==> config.mk <==
export PLATFORM = sky130hd
export DESIGN_NAME = acc_load_ctrl
export DESIGN_NICKNAME = d
export VERILOG_FILES = /design/src/rtl/acc_pkg.sv /design/src/rtl/acc_alu16.sv /design/src/rtl/acc_load_ctrl.sv
export SDC_FILE = /design/constraint.sdc
export NUM_CORES = 1
export LEC_CHECK = 0
export ABC_AREA = 1
export CAP_MARGIN = 20
export CORE_UTILIZATION = 52
export DETAILED_ROUTE_END_ITERATION = 12
export PLACE_DENSITY = 0.79
export REMOVE_ABC_BUFFERS = 1
export SLEW_MARGIN = 20
export SYNTH_ARGS = -nofsm -noshare
export SYNTH_HDL_FRONTEND = slang
export SYNTH_HIERARCHICAL = 1
export SYNTH_SLANG_ARGS = --single-unit
==> constraint.sdc <==
create_clock -name CLK -period 2.25 [get_ports CLK]
set_clock_uncertainty 0.05 [all_clocks]
set_input_delay 0.45 -clock CLK [delete_from_list [all_inputs] [get_ports CLK]]
set_output_delay 0.45 -clock CLK [all_outputs]
set_load 0.01 [all_outputs]
==> src/rtl/acc_pkg.sv <==
// Shared constants for the accumulator stage: mux select codes, command codes
// and FSM state encoding.
package acc_pkg;

    localparam logic [1:0] SEL_A = 2'b11;
    localparam logic [1:0] SEL_B = 2'b10;
    localparam logic [1:0] SEL_C = 2'b01;
    localparam logic [1:0] SEL_D = 2'b00;

    localparam logic [1:0] CMD_LOAD = 2'b00;
    localparam logic [1:0] CMD_ADD  = 2'b01;
    localparam logic [1:0] CMD_SUB  = 2'b10;
    localparam logic [1:0] CMD_CLR  = 2'b11;

    localparam logic [1:0] ST_IDLE = 2'b00;
    localparam logic [1:0] ST_WAIT = 2'b01;
    localparam logic [1:0] ST_EXEC = 2'b10;

endpackage

==> src/rtl/acc_alu16.sv <==
// Combinational accumulator ALU: computes the next ACC value and Carry/borrow
// for LOAD/ADD/SUB/CLR, unsigned with wrap-around.
module acc_alu16
    import acc_pkg::*;
#(
    parameter int unsigned WIDTH = 16
) (
    input  logic [WIDTH-1:0] acc,
    input  logic [WIDTH-1:0] mux_out,
    input  logic [1:0]       cmd_op,
    output logic [WIDTH-1:0] acc_next,
    output logic             carry_next
);

    logic [WIDTH:0] sum;

    assign sum = {1'b0, acc} + {1'b0, mux_out};

    always_comb begin
        acc_next   = '0;
        carry_next = 1'b0;
        case (cmd_op)
            CMD_LOAD: acc_next = mux_out;
            CMD_ADD:  {carry_next, acc_next} = sum;
            CMD_SUB: begin
                acc_next   = acc - mux_out;
                carry_next = (mux_out > acc);
            end
            default: begin
                acc_next   = '0;
                carry_next = 1'b0;
            end
        endcase
    end

endmodule

==> src/rtl/acc_load_ctrl.sv <==
// Accumulator stage behind the 4:1 operand mux: accepts one command, drives the
// mux select, waits SEL_WAIT cycles for the mux to settle, then updates ACC.
module acc_load_ctrl
    import acc_pkg::*;
#(
    parameter int unsigned WIDTH    = 16,
    parameter int unsigned SEL_WAIT = 1
) (
    input  logic             CLK,
    input  logic             RESET_N,
    input  logic             Cmd_Valid,
    output logic             Cmd_Ready,
    input  logic [1:0]       Cmd_Src,
    input  logic [1:0]       Cmd_Op,
    output logic [1:0]       OP,
    input  logic [WIDTH-1:0] Mux_Out,
    output logic [WIDTH-1:0] ACC,
    output logic             Zero,
    output logic             Carry,
    output logic             Done
);

    localparam int unsigned CNT_W = (SEL_WAIT > 1) ? $clog2(SEL_WAIT) : 1;

    if (SEL_WAIT < 1) begin : g_bad_sel_wait
        $error("acc_load_ctrl: SEL_WAIT must be >= 1");
    end

    logic [1:0]       state;
    logic [CNT_W-1:0] cnt;
    logic [1:0]       op_q;
    logic [WIDTH-1:0] alu_acc;
    logic             alu_carry;

    acc_alu16 #(.WIDTH(WIDTH)) u_alu (
        .acc       (ACC),
        .mux_out   (Mux_Out),
        .cmd_op    (op_q),
        .acc_next  (alu_acc),
        .carry_next(alu_carry)
    );

    assign Cmd_Ready = (state == ST_IDLE);

    always_ff @(posedge CLK or negedge RESET_N) begin
        if (!RESET_N) begin
            state <= ST_IDLE;
            cnt   <= '0;
            op_q  <= CMD_LOAD;
            OP    <= SEL_D;
            ACC   <= '0;
            Zero  <= 1'b1;
            Carry <= 1'b0;
            Done  <= 1'b0;
        end else begin
            Done <= 1'b0;
            case (state)
                ST_IDLE: begin
                    if (Cmd_Valid) begin
                        OP    <= Cmd_Src;
                        op_q  <= Cmd_Op;
                        cnt   <= '0;
                        state <= ST_WAIT;
                    end
                end
                ST_WAIT: begin
                    // OP has been stable for SEL_WAIT cycles once cnt reaches SEL_WAIT-1
                    if (cnt == CNT_W'(SEL_WAIT - 1)) begin
                        state <= ST_EXEC;
                    end else begin
                        cnt <= cnt + 1'b1;
                    end
                end
                ST_EXEC: begin
                    ACC   <= alu_acc;
                    Carry <= alu_carry;
                    Zero  <= (alu_acc == '0);
                    Done  <= 1'b1;
                    state <= ST_IDLE;
                end
                default: state <= ST_IDLE;
            endcase
        end
    end

endmodule

==> qor.yml, run 1 <==
synth_area_um2: 3570
synth_top_area_cell: "nand2_1"
port_buffers: 44
place_hpwl_um: 10100
tns_ns: -1.18
die_x_um: 84.9
ys_warn_count: 6
num_io_pins: 45
viasPerCell: 6.18
violations: "setup timing"
nNetsFinal: 840
ir_worst_vdd_mv: 0.950
max_freq_mhz: 403
min_path_type: "reg2reg"
drt_iter0_markers: 978
fin_crit_sh_pct: 110
cp.required_ns: 2.41
rsz0062_at_grt: "true"
path_max_fanout: 6
setup_viol: 12
multi_input_area_um2: 2990
preCtsSetupSlack_ns: -0.807
power.total_mw: 8.06
clock_latency_ns: 0.26
cp.arrival_ns: 2.64
core.rowCount: 29
place_congestion: 1.02
design.core.area_um2: 6490
grt_max_degree: 26
syn_inst: 606
report.final.slew_viol_count: 0
antenna_found_initial: 0
grt_pass1_wl_um: 22000
fin_ws_ns: -0.230
seqCellArea_um2: 631
synth.top_cell.area_share_pct: 23.9
status: "finished, violations left"
worst-setup-path-type: "reg2reg"
grt_overflow_total: 0
cts_tree: "yes"
tightest_slew_ns: 0.622
synthTopCellsByArea: "nand2_1, dfrtp_1, ha_1, inv_1, nand3_1"
period_needed_ns: 2.48
cts_root_buf: "clkbuf_8"
hold_viol: 0
ys_ff_latch: 25
syn_area_per_cell_um2: 5.89
remaining_drc_errors: 0
design_area_um2: 5750
fillerInstances: 329
dieHeight_um: 84.9
p_leak_nw: 3.12
num_antenna_cells: 0
cp_cell_sequence: "ha_4 > buf_4 > nand2_1 > nor2_1 > nand3_2 > nand3_2 > nand2_1 > nand3_2 > nand3_2 > nand2_1 > inv_2 > nor2_4 > nand3_2 > nor2_2 > nand2_1 > nand2_1"
area_growth_pct: 60.8
cts-buffers-inserted: 3
placed_cell_area_um2: 4760
max_cap_viol_count: 0
p_per_area_nw_per_um2: 1400
cts_num_sinks: 25
ctsHoldBuffers: 0
grt_pass1_vias: 4745
ys_seq_area_share_pct: 17.5
drive_gt1_share_pct: 43.4
clkSlewWorstSetupHoldPaths_ns: 0.09
endpoint_kind: "flip-flop"
synth_cell_types: 35
dr_total_vias: 5281
gr-usage-all-layers_pct: 39.0
finalWirelength_um: 16900
wl_per_cell_um: 19.8
initial_utilization_pct: 55.0
htree_levels: 1
dr.pass1.iters: 9
final_antenna_net_count: 0
cts_max_path_buffers: 2
crit_path_start_kind: "flip-flop"
fp.dieArea_um2: 7200
relSlewSlack_pct: 58.5
final_util_pct: 88.5
crit_path_max_incr_delay_ns: 0.45
cp_slowest_cell: "dfrtp_1"
## stage by stage
step | instances | hold WS [ns]
after global placement | 816 | 0.406
after floorplan | 588 | 0.104
after global routing | 854 | 0.448
final | 854 | 0.432
after detailed placement | 816 | 0.411
after CTS | 843 | 0.427
## state kept, by name, indices dropped and copies added, names as in the netlist
register  flops
Zero          1
ACC          16
op_q          2
state         2
Carry         1
Done          1
OP            2
## area by class of cell
| class | count | share of cell area (%) |
|---|---|---|
| clock buffers | 4 | 0.784 |
| inverters | 116 | 7.75 |
| multi-input cells | 447 | 52.0 |
| flip-flops and latches | 25 | 11.0 |
| well taps | 77 | 1.68 |
| repair buffers | 185 | 26.8 |
## synthesized netlist by cell type
cell type  number
clkinv_1        1
nand2_1       227
clkinv_4        1
buf_4           4
a21oi_1        22
inv_1         106
xor2_1          1
nor2_2          4
clkbuf_1        2
a31oi_1         3
buf_2           2
nor2_4          2
o21bai_1        4
a211oi_1        1
ha_1           37
nor3_1          4
buf_6          10
inv_2           8
and2_1          3
a21oi_2         2
dfrtp_1        24
nand2_2         4
o21ai_2         6
nor3_2          2
nor2_1         36
o221ai_1        1
a21boi_1        1
nand3_1        65
o21ai_0         7
o211ai_1        2
fa_1            2
nand3_2         1
dfstp_2         1
nor2_8          1
nand4_1         9
## kinds of logic after synthesis
group,Yosys count,synth area share (%)
compound gates,49,8.48
flops,25,17.5
simple gates,358,42.8
buf+inv,134,16.8
xor+xnor,1,0.245
fa+ha+maj,39,14.1
## where the power goes
group | switching [mW] | internal, mW
Clock | 0.142 | 0.127
Sequential | 0.242 | 0.615
Combinational | 3.81 | 3.12
## per-layer routing
metal	wire length [um]	global-route usage [%]
met5	0	0
met4	1310	14.2
met3	2270	8.75
met2	7380	66.2
met1	5990	48.6
## path summary, 6_finish.rpt
path                               start  cells after the start  slack (ns)       end
min in group asynchronous        RESET_N                      2        0.49     Carry
worst min register to register  state[1]                      1        0.43  state[1]
max in group asynchronous        RESET_N                      2        1.37      Zero
worst min-delay path            state[1]                      1        0.43  state[1]
worst max register to register   ACC[11]                     16       -0.23      Zero
worst max-delay path             ACC[11]                     16       -0.23      Zero
## critical path: cells and delay by family, from the launching register on
kind / cells / cell delay [ns]
AND/OR/NAND/NOR: 13 / 1.38
flip-flops: 1 / 0.45
adder cells (fa/ha/maj): 1 / 0.36
buffers and inverters: 2 / 0.19
## cell usage in the layout (no fill, tap or decap), types with 16 or more instances in the layout
cell type,instances
inv_2,41
ha_1,16
nand2_2,36
nand3_2,28
nor2_1,24
nand3_1,36
clkdlybuf4s50_1,29
buf_4,125
inv_1,71
dfrtp_1,21
nand2_1,187
## repair_timing
action                                  in CTS  in global routing
hold endpoints to repair                     0                  0
pin swaps                                   33                 55
gates resized for setup                    121                118
setup buffers                               23                 12
endpoints found under the setup margin      15                 13
(Power assumes the default switching activity.)
==> run 2: changes to the inputs <==
--- a/config.mk
+++ b/config.mk
@@ -11,7 +11,6 @@
 export DETAILED_ROUTE_END_ITERATION = 12
 export PLACE_DENSITY = 0.79
 export REMOVE_ABC_BUFFERS = 1
-export SLEW_MARGIN = 20
 export SYNTH_ARGS = -nofsm -noshare
 export SYNTH_HDL_FRONTEND = slang
 export SYNTH_HIERARCHICAL = 1
==> results of run 2 <==
Final layout, timing and power as in run 1 (identical DEF).
